[src/rtl/pc_ctrl_pkg.sv]
// Shared opcode/state encodings and branch-condition helper for the
// fetch-stage PC and branch controller.
package pc_ctrl_pkg;

    typedef enum logic [3:0] {
        OP_NOP  = 4'b0000,
        OP_COM  = 4'b0001,
        OP_END  = 4'b0010,
        OP_CALL = 4'b1010,
        OP_RET  = 4'b1011,
        OP_JMP  = 4'b1100,
        OP_JEQ  = 4'b1101,
        OP_JLT  = 4'b1110,
        OP_JNE  = 4'b1111
    } opcode_e;

    typedef enum logic [1:0] {
        ST_IDLE = 2'd0,
        ST_RUN  = 2'd1,
        ST_HALT = 2'd2
    } state_e;

    localparam int FLAG_EQ = 0;
    localparam int FLAG_LT = 1;

    // True when a jump-class opcode should redirect, given the registered flags.
    function automatic logic branch_cond(input opcode_e op, input logic [1:0] flags);
        case (op)
            OP_JMP:  return 1'b1;
            OP_JEQ:  return flags[FLAG_EQ];
            OP_JLT:  return flags[FLAG_LT];
            OP_JNE:  return !flags[FLAG_EQ];
            default: return 1'b0;
        endcase
    endfunction

endpackage

[src/rtl/pc_branch_unit_if.sv]
// Decode-side control bus of the PC/branch unit: decode drives the
// instruction controls, the unit returns PC, flags and status.
interface pc_branch_unit_if #(
    parameter int PC_W  = 32,
    parameter int IMM_W = 18
);
    logic             start;
    logic             stall;
    logic             flags_we;
    logic [1:0]       alu_flags_in;
    logic [3:0]       id;
    logic [IMM_W-1:0] imm;
    logic [PC_W-1:0]  pc;
    logic [1:0]       alu_flags_out;
    logic             com_flag;
    logic             end_flag;
    logic             flush;
    logic             ras_overflow;
    logic             ras_underflow;

    modport master (
        output start, stall, flags_we, alu_flags_in, id, imm,
        input  pc, alu_flags_out, com_flag, end_flag, flush, ras_overflow, ras_underflow
    );

    modport slave (
        input  start, stall, flags_we, alu_flags_in, id, imm,
        output pc, alu_flags_out, com_flag, end_flag, flush, ras_overflow, ras_underflow
    );
endinterface

[src/rtl/pc_ras.sv]
// Return-address stack: saturating LIFO with push, pop and synchronous clear.
// The top entry is only meaningful while o_empty is low.
module pc_ras #(
    parameter int W     = 32,
    parameter int DEPTH = 4
) (
    input  logic         clk,
    input  logic         reset,
    input  logic         i_push,
    input  logic         i_pop,
    input  logic         i_clear,
    input  logic [W-1:0] i_data,
    output logic [W-1:0] o_top,
    output logic         o_full,
    output logic         o_empty
);
    localparam int AW = (DEPTH > 1) ? $clog2(DEPTH) : 1;
    localparam int CW = $clog2(DEPTH + 1);

    logic [W-1:0]  r_mem [DEPTH];
    logic [CW-1:0] r_cnt;
    logic [AW-1:0] w_top_idx;

    assign w_top_idx = AW'(r_cnt - CW'(1));
    assign o_top     = r_mem[w_top_idx];
    assign o_full    = (r_cnt == CW'(DEPTH));
    assign o_empty   = (r_cnt == '0);

    // NOTE: sequential state is written with <= so every register samples
    // pre-edge values; a blocking = here would create ordering races.
    always_ff @(posedge clk or negedge reset) begin
        if (!reset) begin
            r_cnt <= '0;
        end else if (i_clear) begin
            r_cnt <= '0;
        end else if (i_push && !o_full) begin
            r_cnt <= r_cnt + CW'(1);
        end else if (i_pop && !o_empty) begin
            r_cnt <= r_cnt - CW'(1);
        end
    end

    // NOTE: the storage array is deliberately not reset; the occupancy count
    // alone defines validity, so clearing it is enough and keeps this a RAM.
    always_ff @(posedge clk) begin
        if (i_push && !o_full && !i_clear) begin
            r_mem[AW'(r_cnt)] <= i_data;
        end
    end
endmodule

[src/rtl/pc_branch_unit.sv]
// Fetch-stage PC and branch controller: run/halt FSM, next-PC selection,
// ALU flag register, sticky COM flag and return-address stack errors.
module pc_branch_unit
    import pc_ctrl_pkg::*;
#(
    parameter int              PC_W      = 32,
    parameter int              IMM_W     = 18,
    parameter int              PC_STEP   = 4,
    parameter int              RAS_DEPTH = 4,
    parameter logic [PC_W-1:0] RESET_PC  = '0
) (
    input  logic             clk,
    input  logic             reset,
    pc_branch_unit_if.slave  bus
);
    state_e           r_state;
    logic [PC_W-1:0]  r_pc;
    logic [1:0]       r_flags;
    logic             r_com;
    logic             r_ovf;
    logic             r_unf;

    opcode_e          w_op;
    logic [IMM_W-1:0] w_imm;
    logic             w_active;
    logic             w_clear;
    logic             w_cond;
    logic             w_push;
    logic             w_pop;
    logic             w_flush;
    logic [PC_W-1:0]  w_seq;
    logic [PC_W-1:0]  w_target;
    logic [PC_W-1:0]  w_next_pc;
    logic [PC_W-1:0]  w_ras_top;
    logic             w_ras_full;
    logic             w_ras_empty;

    assign w_op     = opcode_e'(bus.id);
    assign w_imm    = bus.imm;
    assign w_active = (r_state == ST_RUN) && !bus.stall;
    assign w_clear  = bus.start && (r_state == ST_HALT);
    assign w_seq    = r_pc + PC_W'(PC_STEP);
    assign w_target = PC_W'(w_imm);
    assign w_cond   = branch_cond(w_op, r_flags);

    // NOTE: every output of this block gets a default first, so no path
    // through the case leaves a signal unassigned and no latch is inferred.
    always_comb begin
        w_push    = 1'b0;
        w_pop     = 1'b0;
        w_flush   = 1'b0;
        w_next_pc = w_seq;
        if (w_active) begin
            case (w_op)
                OP_JMP, OP_JEQ, OP_JLT, OP_JNE: begin
                    if (w_cond) begin
                        w_flush   = 1'b1;
                        w_next_pc = w_target;
                    end
                end
                OP_CALL: begin
                    w_push    = !w_ras_full;
                    w_flush   = 1'b1;
                    w_next_pc = w_target;
                end
                OP_RET: begin
                    if (!w_ras_empty) begin
                        w_pop     = 1'b1;
                        w_flush   = 1'b1;
                        w_next_pc = w_ras_top;
                    end
                end
                default: ;
            endcase
        end
    end

    pc_ras #(
        .W     (PC_W),
        .DEPTH (RAS_DEPTH)
    ) u_ras (
        .clk     (clk),
        .reset   (reset),
        .i_push  (w_push),
        .i_pop   (w_pop),
        .i_clear (w_clear),
        .i_data  (w_seq),
        .o_top   (w_ras_top),
        .o_full  (w_ras_full),
        .o_empty (w_ras_empty)
    );

    always_ff @(posedge clk or negedge reset) begin
        if (!reset) begin
            r_state <= ST_IDLE;
            r_pc    <= RESET_PC;
            r_flags <= '0;
            r_com   <= 1'b0;
            r_ovf   <= 1'b0;
            r_unf   <= 1'b0;
        end else begin
            // A flag write coinciding with a restart keeps the written value.
            if (bus.flags_we) begin
                r_flags <= bus.alu_flags_in;
            end else if (w_clear) begin
                r_flags <= '0;
            end

            case (r_state)
                ST_IDLE: begin
                    if (bus.start) begin
                        r_state <= ST_RUN;
                        r_pc    <= RESET_PC;
                    end
                end
                ST_RUN: begin
                    if (!bus.stall) begin
                        if (w_op == OP_END) begin
                            r_state <= ST_HALT;
                        end else begin
                            r_pc <= w_next_pc;
                        end
                        if (w_op == OP_COM)                 r_com <= 1'b1;
                        if (w_op == OP_CALL && w_ras_full)  r_ovf <= 1'b1;
                        if (w_op == OP_RET  && w_ras_empty) r_unf <= 1'b1;
                    end
                end
                ST_HALT: begin
                    if (bus.start) begin
                        r_state <= ST_RUN;
                        r_pc    <= RESET_PC;
                        r_com   <= 1'b0;
                    end
                end
                default: r_state <= ST_IDLE;
            endcase
        end
    end

    assign bus.pc            = r_pc;
    assign bus.alu_flags_out = r_flags;
    assign bus.com_flag      = r_com;
    assign bus.end_flag      = (r_state == ST_HALT);
    assign bus.flush         = w_flush;
    assign bus.ras_overflow  = r_ovf;
    assign bus.ras_underflow = r_unf;
endmodule

[src/flat_wrapper.sv]
// flat-port wrapper written by rule: the top's interface ports become plain ports
module pc_branch_unit_flat import pc_ctrl_pkg::*;
#(
    parameter int              PC_W      = 32,
    parameter int              IMM_W     = 18,
    parameter int              PC_STEP   = 4,
    parameter int              RAS_DEPTH = 4,
    parameter logic [PC_W-1:0] RESET_PC  = '0
)
  (clk, reset, bus_start, bus_stall, bus_flags_we, bus_alu_flags_in, bus_id, bus_imm, bus_pc, bus_alu_flags_out, bus_com_flag, bus_end_flag, bus_flush, bus_ras_overflow, bus_ras_underflow);
  pc_branch_unit_if #(.PC_W(PC_W), .IMM_W(IMM_W)) bus_i ();
  input  logic clk;
  input  logic reset;
  input wire logic [$bits(bus_i.start)-1:0] bus_start;
  input wire logic [$bits(bus_i.stall)-1:0] bus_stall;
  input wire logic [$bits(bus_i.flags_we)-1:0] bus_flags_we;
  input wire logic [$bits(bus_i.alu_flags_in)-1:0] bus_alu_flags_in;
  input wire logic [$bits(bus_i.id)-1:0] bus_id;
  input wire logic [$bits(bus_i.imm)-1:0] bus_imm;
  output wire logic [$bits(bus_i.pc)-1:0] bus_pc;
  output wire logic [$bits(bus_i.alu_flags_out)-1:0] bus_alu_flags_out;
  output wire logic [$bits(bus_i.com_flag)-1:0] bus_com_flag;
  output wire logic [$bits(bus_i.end_flag)-1:0] bus_end_flag;
  output wire logic [$bits(bus_i.flush)-1:0] bus_flush;
  output wire logic [$bits(bus_i.ras_overflow)-1:0] bus_ras_overflow;
  output wire logic [$bits(bus_i.ras_underflow)-1:0] bus_ras_underflow;
  assign bus_i.start = bus_start;
  assign bus_i.stall = bus_stall;
  assign bus_i.flags_we = bus_flags_we;
  assign bus_i.alu_flags_in = bus_alu_flags_in;
  assign bus_i.id = bus_id;
  assign bus_i.imm = bus_imm;
  assign bus_pc = bus_i.pc;
  assign bus_alu_flags_out = bus_i.alu_flags_out;
  assign bus_com_flag = bus_i.com_flag;
  assign bus_end_flag = bus_i.end_flag;
  assign bus_flush = bus_i.flush;
  assign bus_ras_overflow = bus_i.ras_overflow;
  assign bus_ras_underflow = bus_i.ras_underflow;
  pc_branch_unit #(.PC_W(PC_W), .IMM_W(IMM_W), .PC_STEP(PC_STEP), .RAS_DEPTH(RAS_DEPTH), .RESET_PC(RESET_PC)) u_core (.clk(clk), .reset(reset), .bus(bus_i));
endmodule
[config.mk]
export PLATFORM = sky130hd
export DESIGN_NAME = pc_branch_unit_flat
export DESIGN_NICKNAME = d
export VERILOG_FILES = /design/src/rtl/pc_ctrl_pkg.sv /design/src/rtl/pc_branch_unit_if.sv /design/src/rtl/pc_ras.sv /design/src/rtl/pc_branch_unit.sv /design/src/flat_wrapper.sv
export SDC_FILE = /design/constraint.sdc
export NUM_CORES = 1
export LEC_CHECK = 0
export CAP_MARGIN = 15
export CORE_UTILIZATION = 50
export DETAILED_ROUTE_END_ITERATION = 16
export PLACE_DENSITY = 0.67
export RECOVER_POWER = 50
export SYNTH_ARGS = -nofsm -noshare
export SYNTH_HDL_FRONTEND = slang
export SYNTH_SLANG_ARGS = --single-unit
[constraint.sdc]
create_clock -name clk -period 3.39 [get_ports clk]
set_input_delay 0.678 -clock clk [delete_from_list [all_inputs] [get_ports clk]]
set_output_delay 0.678 -clock clk [all_outputs]
set_load 0.05 [all_outputs]
Yosys cells after proc, flatten, opt, wreduce, memory -nomap -nowiden
Memory sizes are Yosys's and may differ from the RTL's.
Index checks and enable logic that the tools add are counted.
{ "classes": {"eq_ne": 17, "n_reduce_logical": 25, "bitwise_logic": 1, "muxes": 32, "addsub": 3} }
{ "op_table": {"columns": ["cell", "count"], "rows": [
  ["32-bit 2-to-1 mux", 6],
  ["32-bit case mux with 3 select lines", 1],
  ["32-bit case mux with 2 select lines", 1],
  ["32-bit by 3-bit adder with 32-bit output, second input constant", 1],
  ["4-bit equality test, second input constant", 6],
  ["1-bit 2-to-1 mux", 12],
  ["2-bit 2-to-1 mux", 5],
  ["2-bit inequality test, second input constant", 5],
  ["3-bit 2-to-1 mux", 3],
  ["3-bit AND reduction", 3],
  ["4-bit AND reduction", 2],
  ["1-bit logical AND", 7],
  ["2-bit nonzero test", 3],
  ["1-bit logical NOT", 5],
  ["4-bit by 1-bit equality test with 1-bit output, second input constant", 1],
  ["4-bit by 2-bit equality test with 1-bit output, second input constant", 1],
  ["1-bit case mux with 4 select lines", 1],
  ["2-bit case mux with 2 select lines", 1],
  ["4-bit OR reduction", 1],
  ["3-bit by 1-bit adder with 3-bit output, second input constant", 1],
  ["3-bit equality test, second input constant", 1],
  ["3-bit logical NOT", 1],
  ["1-bit case mux with 3 select lines", 1],
  ["3-bit nonzero test", 1],
  ["8 further kinds", 8]
]} }
{ "word_totals": {"out_inout_bits": 39, "word_cells": 86, "n_memories": 1, "ff_bits": 42, "ramBits": 128, "in_bits": 29} }
{ "memory_table": {"columns": ["memory", "words", "width", "read_ports", "rd_ports_with_merged_regs", "wr", "line", "source"], "rows": [
  ["u_core.u_ras.r_mem", 4, 32, 1, 0, 1, "pc_ras.sv:20", "logic [W-1:0] r_mem [DEPTH];"]
]} }

Logic depth before layout (Yosys ltp)
Gate-level depths: netlist of the first run.
{ "depth": {"depth_word": 8, "ltp_mapped": 11, "depth_no_buf": 7} }

Cells and area by module
From an unflattened synthesis of the first run, not the netlist that was laid out.
{ "hier_totals": {"hier_cells": 510, "area_unflattened_um2": 7604.8} }
{ "modules_own_cells": {"columns": ["mod", "seq_area_each_um2", "area_each_um2", "n_inst", "cells_per_inst"], "rows": [
  ["pc_ras", 3918.8, 4976.0, 1, 204],
  ["pc_branch_unit", 975.9, 2628.8, 1, 306]
]} }

Worst setup path before layout of the first run
No wires, ideal clock.
{ "synth_path": {"kind": "reg2reg", "start": "register u_core.u_ras.r_cnt[0]", "end": "memory u_core.u_ras.r_mem[3][0] (enable)", "t_required_ns": 2.998, "t_arrival_ns": 2.580, "setup_time_ns": 0.392, "slack_ns": 0.418, "n_path_buf": 2, "synth_period_minus_slack_ns": 2.972, "stages_incl_launch_ff": 7, "cell_sequence": "dfrtp_1 -> buf_2 -> buf_2 -> inv_1 -> ha_1 -> a211oi_1 -> and2_1"} }
{ "synth_via": {"elab_chain_cells": 8} }
{ "synth_lines": {"columns": ["element", "line", "source"], "rows": [
  ["start: declaration", "pc_ras.sv:21", "logic [CW-1:0] r_cnt;"],
  ["start signal: assignment", "pc_ras.sv:37", "r_cnt <= r_cnt + CW'(1);"],
  ["start signal: assignment", "pc_ras.sv:39", "r_cnt <= r_cnt - CW'(1);"],
  ["3-bit equality test", "pc_ras.sv:26", "assign o_full = (r_cnt == CW'(DEPTH));"],
  ["1-bit logical NOT", "pc_ras.sv:46, pc_branch_unit.sv:62", null],
  ["1-bit 2-to-1 mux", "pc_branch_unit.sv:54", "case (w_op)"],
  ["1-bit 2-to-1 mux", "pc_branch_unit.sv:53", "if (w_active) begin"],
  ["1-bit logical AND (2 in a row)", "pc_ras.sv:46", "if (i_push && !o_full && !i_clear) begin"],
  ["1-bit 2-to-1 mux", "pc_ras.sv:46", null],
  ["1-bit 2-to-1 mux (implied by the code)", "pc_ras.sv:47", "r_mem[AW'(r_cnt)] <= i_data;"],
  ["end: declaration", "pc_ras.sv:20", null]
]} }
Parallel ways exist; a longest one is shown, timed or not.

Worst setup path in the final report of the first run
{ "layout_path": {"start": "input port bus_id[0]", "end": "output port bus_flush"} }
{ "layout_via": {"elab_chain_cells": 5, "elab_cells_between_ends": 11, "classes_between": "6 x eq/ne; 4 x mux; 1 x reduce/logical"} }
{ "layout_lines": {"columns": ["element", "line", "source"], "rows": [
  ["start: declaration", "flat_wrapper.sv:18", "input wire logic [$bits(bus_i.id)-1:0] bus_id;"],
  ["4-bit equality test", "pc_ctrl_pkg.sv:28, pc_branch_unit.sv:54", null],
  ["1-bit case mux with 4 select lines", "pc_ctrl_pkg.sv:28", "case (op)"],
  ["1-bit 2-to-1 mux", "pc_branch_unit.sv:56", "if (w_cond) begin"],
  ["1-bit case mux with 3 select lines *", "pc_branch_unit.sv:54", null],
  ["1-bit 2-to-1 mux *", "pc_branch_unit.sv:53", null],
  ["end: declaration", "flat_wrapper.sv:24", "output wire logic [$bits(bus_i.flush)-1:0] bus_flush;"]
]} }
Every way passes the cells marked *; elsewhere a longest branch is shown, timed or not.

==> summary.txt, run 1 <==
Clock network
  • CTS sink cnt: 170
  • Clk_lat worst skew: around 0.42 ns
  • CTS tree: built
  • Clk pin slew, worst setup/hold paths: 0.06 ns
  • CTS H-tree lvls: 4
  • Hold_buf cts: 0
  • Post-CTS Setup Inserts: 0
  • Root buf cell: clkbuf_16
  • Longest Clk Path Bufs: 2
  • CTS Buf Count: 17
  • Post-CTS sizing: 0

Finish
  • Post-route cell area: approximately 9000 µm²
  • Diode count: 0
  • Share of layout cells above drive strength 1: 0.1404
  • Synthesis-to-finish area growth: 19.56%
  • NumNets Final: 592

Timing
  • Final TNS setup: 0 ns
  • Slew HR: 0.003600
  • Max Clk Rate: about 320 MHz
  • Slew Viols, Final: 0
  • RSZ-0062 raised after global routing: false
  • Hold Slack: approximately 0.47 ns
  • Final setup margin: about 0.27 ns
  • Setup violations, final: 0
  • Fin. Hold Viols: 0
  • Tcrit/Tclk final: 0.9195
  • Worst-Margin Slew: between 1 and 1.5 ns
  • Clk_skew: about 0.0066 ns
  • Period minus WS final: 3.117 ns

Worst setup path
  • Critical-path maximum fanout: 12
  • CP arrival: about 2.4 ns
  • Worst Setup End Kind: output port
  • Worst Path Required: between 2 and 3 ns
  • Startpoint types: input port
  • Worst Setup Path Type: in2out

Placement
  • # port buffers: 67
  • GP Congestion: approximately 0.75
  • Dpl cell area: 8444 µm²
  • DP Wirelength: 10,060 µm
  • Post-placement setup slack: ~0.34 ns

Outcome
  • Status: finished, violations left
  • Failing checks: capacitance limit

Yosys
  • Syn nets: between 500 and 600
  • Post-synth EDFFs: 128
  • Largest family of logic cells by synthesized area: multiplexers
  • Post-synthesis sequential area ratio: 0.6539
  • Adder-cell share of the synthesized area: 0.01003
  • Synth cell types: between 50 and 60
  • Post-synthesis cell area: about 7500 µm²
  • Avg Inst Size Synth: between 15 and 20 µm²
  • Share of the synthesized area in the top cell type: 0.5135
  • Mux cell area share after synthesis: 0.09761
  • Synthesis Warnings: 0
  • FF+latch count, synth: 170
  • Mapped Cells: 484
  • Ys flop type: edfxtp_1
  • Largest cells by area after synthesis: edfxtp_1 51%, dfrtp_1 14%, mux4_2 9.6%
  • Ys async rst share: 0.2471
  • Compound-Gate Fraction of Synth Area: 0.09042
  • Area leader, netlist: edfxtp_1
  • Synth Area in XOR/XNOR: 0.03142
  • Post-synthesis simple-gate area fraction: 0.08992

GRT
  • Remaining Overflow, GRT: 0
  • First-pass GRT wire length: 26,520 µm
  • Antenna violations before repair: 0
  • Pin count of the biggest net entering global routing: 37
  • GRT Overall Usage: 0.2288
  • Number of global-route vias before repair: between 4,000 and 5,000

Detailed routing
  • Vias per cell: between 6 and 7
  • Drt wl/cell: about 22 µm
  • Post-DRT Antenna Nets: 0
  • Detailed Route Iter0 Violations: 437
  • Detailed Routing Iterations Pass 1: 5
  • Drt drc: 0
  • Via count: about 4,600
  • Final WL: about 17,000 µm

Floorplan
  • Die Wd: approximately 120 µm
  • I/O pin cnt: 68
  • Die height: between 100 and 150 µm
  • # rows: 44
  • Core Region: 14,590 µm²
  • Initial cell density of the core: 0.5131
  • Die area: approximately 15,000 µm²

Min path
  • Min-delay worst type: reg2reg

Pwr
  • Maximum VDD drop: ~0.46 mV
  • PwrDens: 877.8 nW/µm²
  • Static Leak: approximately 3.3 nW

Job
  • Max cap viols: 1
[per-stage QoR]
stage / cells / utilization / power [mW]
floorplan: 484 / - / 5.142
CTS: 754 / 0.6173 / 7.950
finish: 754 / 0.6135 / 7.856
global route: 754 / 0.6135 / 8.205
global placement: 722 / 0.5788 / 6.032
detailed placement: 722 / 0.5788 / 6.095
[cell usage after synthesis, drive strengths merged, types with 2 or more instances]
| library cell | number |
|---|---|
| or3 | 4 |
| xor2 | 12 |
| and4 | 5 |
| buf | 14 |
| or4 | 4 |
| and3 | 3 |
| nor2 | 9 |
| nand3 | 11 |
| nand2 | 29 |
| o22ai | 3 |
| a221o | 10 |
| a22o | 20 |
| nand2b | 4 |
| a222oi | 3 |
| a21oi | 6 |
| nor3 | 5 |
| nor3b | 2 |
| edfxtp | 128 |
| and2 | 7 |
| a31oi | 4 |
| a22oi | 6 |
| or2 | 2 |
| nor2b | 9 |
| nand4 | 8 |
| mux4 | 32 |
| clkbuf | 14 |
| o21ai | 17 |
| inv | 17 |
| dfrtp | 42 |
| nor4 | 8 |
| ha | 6 |
| a21o | 10 |
| xnor2 | 14 |
[layer usage]
layer,track usage,wire [µm],up-vias
li1,-,-,2048
met1,0.3178,7212,2359
met5,0,0,-
met4,0.07654,218,0
met3,0.03737,894,16
met2,0.3695,8342,152
[flip-flops by register name (all words and copies together) (netlist names)]
name	count
u_core.bus.ras_underflow	1
u_core.u_ras.r_mem	128
u_core.bus.ras_overflow	1
u_core.bus.pc	32
u_core.bus.com_flag	1
u_core.bus.alu_flags_out	2
u_core.r_state	2
u_core.u_ras.r_cnt	3
[where the power goes]
part | internal, mW | switching [mW]
Clock | 1.11 | 0.746
Sequential | 2.69 | 0.381
Combinational | 1.19 | 1.74
Total | 4.99 | 2.87
[cell usage in the layout (no fill, tap or decap), types with 7 or more instances in the layout]
| cell type | synthesis | routed |
|---|---|---|
| a221o_1 | 10 | 10 |
| a22o_1 | 20 | 20 |
| and2_1 | 7 | 7 |
| a21o_1 | 10 | 10 |
| nor2b_1 | 9 | 9 |
| nand2_1 | 29 | 29 |
| xor2_1 | 12 | 12 |
| nand3_1 | 11 | 11 |
| dlygate4sd3_1 | 0 | 25 |
| clkbuf_16 | 0 | 17 |
| dfrtp_1 | 42 | 41 |
| inv_1 | 17 | 17 |
| clkdlybuf4s50_1 | 0 | 40 |
| edfxtp_1 | 128 | 128 |
| o21ai_0 | 14 | 15 |
| nor2_1 | 9 | 9 |
| xnor2_1 | 13 | 14 |
| mux4_2 | 32 | 32 |
[final timing paths]
check	start	to	slack [ns]	cells past startpoint
max in group asynchronous	reset	u_core.bus.pc[13]	1.04	2
min in group asynchronous	reset	u_core.u_ras.r_cnt[0]	0.60	1
max	bus_id[0]	bus_flush	0.27	6
min	u_core.bus.ras_overflow	u_core.bus.ras_overflow	0.47	1
min reg2reg	u_core.bus.ras_overflow	u_core.bus.ras_overflow	0.47	1
max reg2reg	u_core.r_state[0]	u_core.u_ras.r_mem[2][17]	0.74	6
[worst max-delay path, cell delays in order]
cell and delay [ns]:
dlygate4sd3_1 0.75, nor2b_1 0.23, nor3_1 0.06, or3_1 0.39, inv_1 0.17, buf_12 0.16
[layout make-up]
type / count / area [µm²]
Fill cell: 1115 / 5639
Sequential cell: 170 / 4896
Multi-Input combinational cell: 269 / 2376
Timing Repair Buffer: 82 / 822.0
Clock buffer: 21 / 460.4
Tap cell: 184 / 230.2
Clock inverter: 11 / 101.3
Inverter: 17 / 63.81
[kinds of logic after synthesis]
logic type      Yosys count
flops                   170
fa+ha+maj                 6
mux                      33
simple gates            114
xor+xnor                 26
buf+inv                  45
compound gates           90
Power figures use the tool's default switching activity.
==> run 2: changes to the inputs <==
--- a/config.mk
+++ b/config.mk
@@ -6,9 +6,9 @@
 export NUM_CORES = 1
 export LEC_CHECK = 0
 export CAP_MARGIN = 15
-export CORE_UTILIZATION = 50
+export CORE_UTILIZATION = 55
 export DETAILED_ROUTE_END_ITERATION = 16
-export PLACE_DENSITY = 0.67
+export PLACE_DENSITY = 0.73
 export RECOVER_POWER = 50
 export SYNTH_ARGS = -nofsm -noshare
 export SYNTH_HDL_FRONTEND = slang
==> summary.txt, run 2 (synthesis gave the netlist of run 1 again) <==
Clock network
  • Hold_buf cts: 0 (unchanged)
  • Clk pin slew, worst setup/hold paths: 0.06 ns (about the same)
  • Clk_lat worst skew: 0.43 ns (about the same)
  • Post-CTS Setup Inserts: 0 (unchanged)
  • Post-CTS sizing: 0 (unchanged)
  • Root buf cell: clkbuf_16
  • Longest Clk Path Bufs: 2 (unchanged)
  • CTS H-tree lvls: 4 (unchanged)
  • CTS tree: built
  • CTS sink cnt: 170 (unchanged)
  • CTS Buf Count: 17 (unchanged)

Worst setup path
  • Crit path buf inv count: 3 (unchanged)
  • RR Startpoint: u_core.bus.pc[2]
  • Worst Setup Path Type: in2out
  • CP peak stage delay: 0.75 ns (about the same)
  • Critical-path maximum fanout: 12 (unchanged)
  • Critical-path top delay cell: dlygate4sd3_1
  • CP Cell Sequence: dlygate4sd3_1, nor2b_1, nor3_1, or3_1, inv_1, buf_12
  • CP startpoint: bus_id[0]
  • Worst Setup End Kind: output port
  • Crit-path leading delay family: buffers and inverters
  • CP arrival: 2.40 ns (-0.04 ns)
  • Startpoint types: input port
  • Worst Path Required: 2.71 ns (about the same)

Min path
  • Min-delay worst type: reg2reg
  • Hold_sp: u_core.bus.ras_underflow

GRT
  • GRT Overall Usage: 0.2565 (+0.02772)
  • Number of global-route vias before repair: 4,853 (+2.0%)
  • Remaining Overflow, GRT: 0 (unchanged)
  • Antenna violations before repair: 0 (unchanged)
  • First-pass GRT wire length: 26,530 µm (about the same)
  • Pin count of the biggest net entering global routing: 43 (+16%)

Timing
  • Fin. Hold Viols: 0 (unchanged)
  • Slew Viols, Final: 43 (+43)
  • Slew HR: -0.6860 (-0.6896)
  • Period minus WS final: 3.080 ns (-0.03662 ns)
  • Worst-Margin Slew: 2.529 ns (+1.034 ns)
  • Setup violations, final: 0 (unchanged)
  • Hold Slack: 0.4823 ns (+0.01273 ns)
  • Final TNS setup: 0 ns (unchanged)
  • RSZ-0062 raised after global routing: false
  • Max Clk Rate: 324.6 MHz (+1.2%)
  • Clk_skew: 0.009821 ns (+0.003218 ns)
  • Tcrit/Tclk final: 0.9087 (-0.01080)

Job
  • Max cap viols: 1 (unchanged)

Detailed routing
  • Vias per cell: 6.205 (+2.3%)
  • Via count: 4,623 (+1.0%)
  • Detailed Routing Iterations Pass 1: 7 (+2)
  • Post-DRT Antenna Nets: 0 (unchanged)
  • Drt drc: 0 (unchanged)
  • Detailed Route Iter0 Violations: 371 (-15%)
  • Drt wl/cell: 22.41 µm (+1.4%)
  • Final WL: 16,690 µm (+0.14%)

Pwr
  • Sw power: 2.891 mW (+0.72%)
  • Sequential power share: 0.382 (-0.009)
  • Internal Power: 5.125 mW (+2.8%)
  • Maximum VDD drop: 0.6076 mV (+33%)
  • PwrDens: 890.1 nW/µm² (+1.4%)
  • Sw Share: 0.3607 (-0.004690)
  • Gate power share: 0.367 (-0.007)
  • Static Leak: 3.342 nW (+1.1%)
  • Clock share of power: 0.250 (+0.014)

Floorplan
  • I/O pin cnt: 68 (unchanged)
  • Die Wd: 118.7 µm (-4.6%)
  • Die height: 118.7 µm (-4.6%)
  • Die area: 14,080 µm² (-8.9%)
  • Core Region: 13,240 µm² (-9.2%)
  • # rows: 42 (-4.5%)
  • Initial cell density of the core: 0.5653 (+0.05217)

Outcome
  • Status: finished, violations left
  • Failing checks: capacitance limit, slew limit

Finish
  • Biggest register: u_core.u_ras.r_mem
  • Diode count: 0 (unchanged)
  • Most frequent cells in the layout: 128 x edfxtp_1, 41 x dfrtp_1, 36 x clkdlybuf4s50_1
  • Final Non-Filler Cells: 745 (-1.2%)
  • Largest register FFs: 128 (unchanged)
  • Multi-input logic area: 2370 µm² (-0.26%)
  • # fillers: 950 (-15%)
  • Sequential cell area: 4896 µm² (unchanged)
  • Final core occ: 0.6800 (+0.06652)
  • NumNets Final: 591 (-0.17%)
  • Commonest non-fill, non-tap cell in the layout: edfxtp_1
  • Post-route cell area: 9005 µm² (+0.62%)
  • Synthesis-to-finish area growth: 20.29%
  • Share of layout cells above drive strength 1: 0.1424 (+0.002004)

Placement
  • DP Wirelength: 9946 µm (-1.1%)
  • GP Congestion: 0.7921 (+5.0%)
  • # port buffers: 67 (unchanged)
  • Placed Cells: 713 (-1.2%)
  • Dpl cell area: 8427 µm² (-0.21%)
## run 2: cell type report
| cell class | instances | area share |
|---|---|---|
| flip-flops and latches | 170 | 0.5437 |
| multi-input cells | 269 | 0.2632 |
| repair buffers | 81 | 0.09421 |
| clock buffers | 23 | 0.05085 |
| well taps | 176 | 0.02445 |
| clock inverters | 9 | 0.01653 |
| inverters | 17 | 0.007086 |
## run 2: per-layer routing
| layer | track usage | up-vias | routed length [µm] |
|---|---|---|---|
| li1 | - | 2061 | - |
| met1 | 0.3455 | 2375 | 7083 |
| met2 | 0.4247 | 164 | 8354 |
| met3 | 0.04488 | 23 | 1023 |
| met4 | 0.08703 | 0 | 231 |
| met5 | 0 | - | 0 |
## run 2: final timing paths
check / slack, ns / end / cells past startpoint
max: 0.31 / bus_flush / 6
min: 0.48 / u_core.bus.ras_underflow / 1
max reg2reg: 0.75 / u_core.bus.pc[30] / 6
min reg2reg: 0.48 / u_core.bus.ras_underflow / 1
max in group asynchronous: 0.75 / u_core.u_ras.r_cnt[0] / 1
min in group asynchronous: 1.02 / u_core.bus.ras_underflow / 1
## run 2: per-stage QoR
step           worst slack, ns  total power [mW]
6_report                0.3096             8.016
5_1_grt                 0.2168             8.356
4_1_cts                 0.3977             8.102
3_5_place_dp            0.4038             6.096
3_3_place_gp            0.4395             6.026
2_1_floorplan           0.4178             5.142
## run 2: power by group through the flow
stage | Combinational [mW] | Sequential [mW] | Clock [mW]
finish | 2.95 | 3.07 | 2.01
global route | 3.15 | 3.11 | 2.10
CTS | 3.01 | 3.07 | 2.02
detailed placement | 2.99 | 3.11 | 0
global placement | 2.93 | 3.10 | 0
floorplan | 1.57 | 3.57 | 0
==> run 3: changes to the inputs <==
--- a/config.mk
+++ b/config.mk
@@ -5,7 +5,6 @@
 export SDC_FILE = /design/constraint.sdc
 export NUM_CORES = 1
 export LEC_CHECK = 0
-export CAP_MARGIN = 15
 export CORE_UTILIZATION = 55
 export DETAILED_ROUTE_END_ITERATION = 16
 export PLACE_DENSITY = 0.73
==> results of run 3 <==
Same layout as run 2: the final DEF is identical, and so are final timing and power.
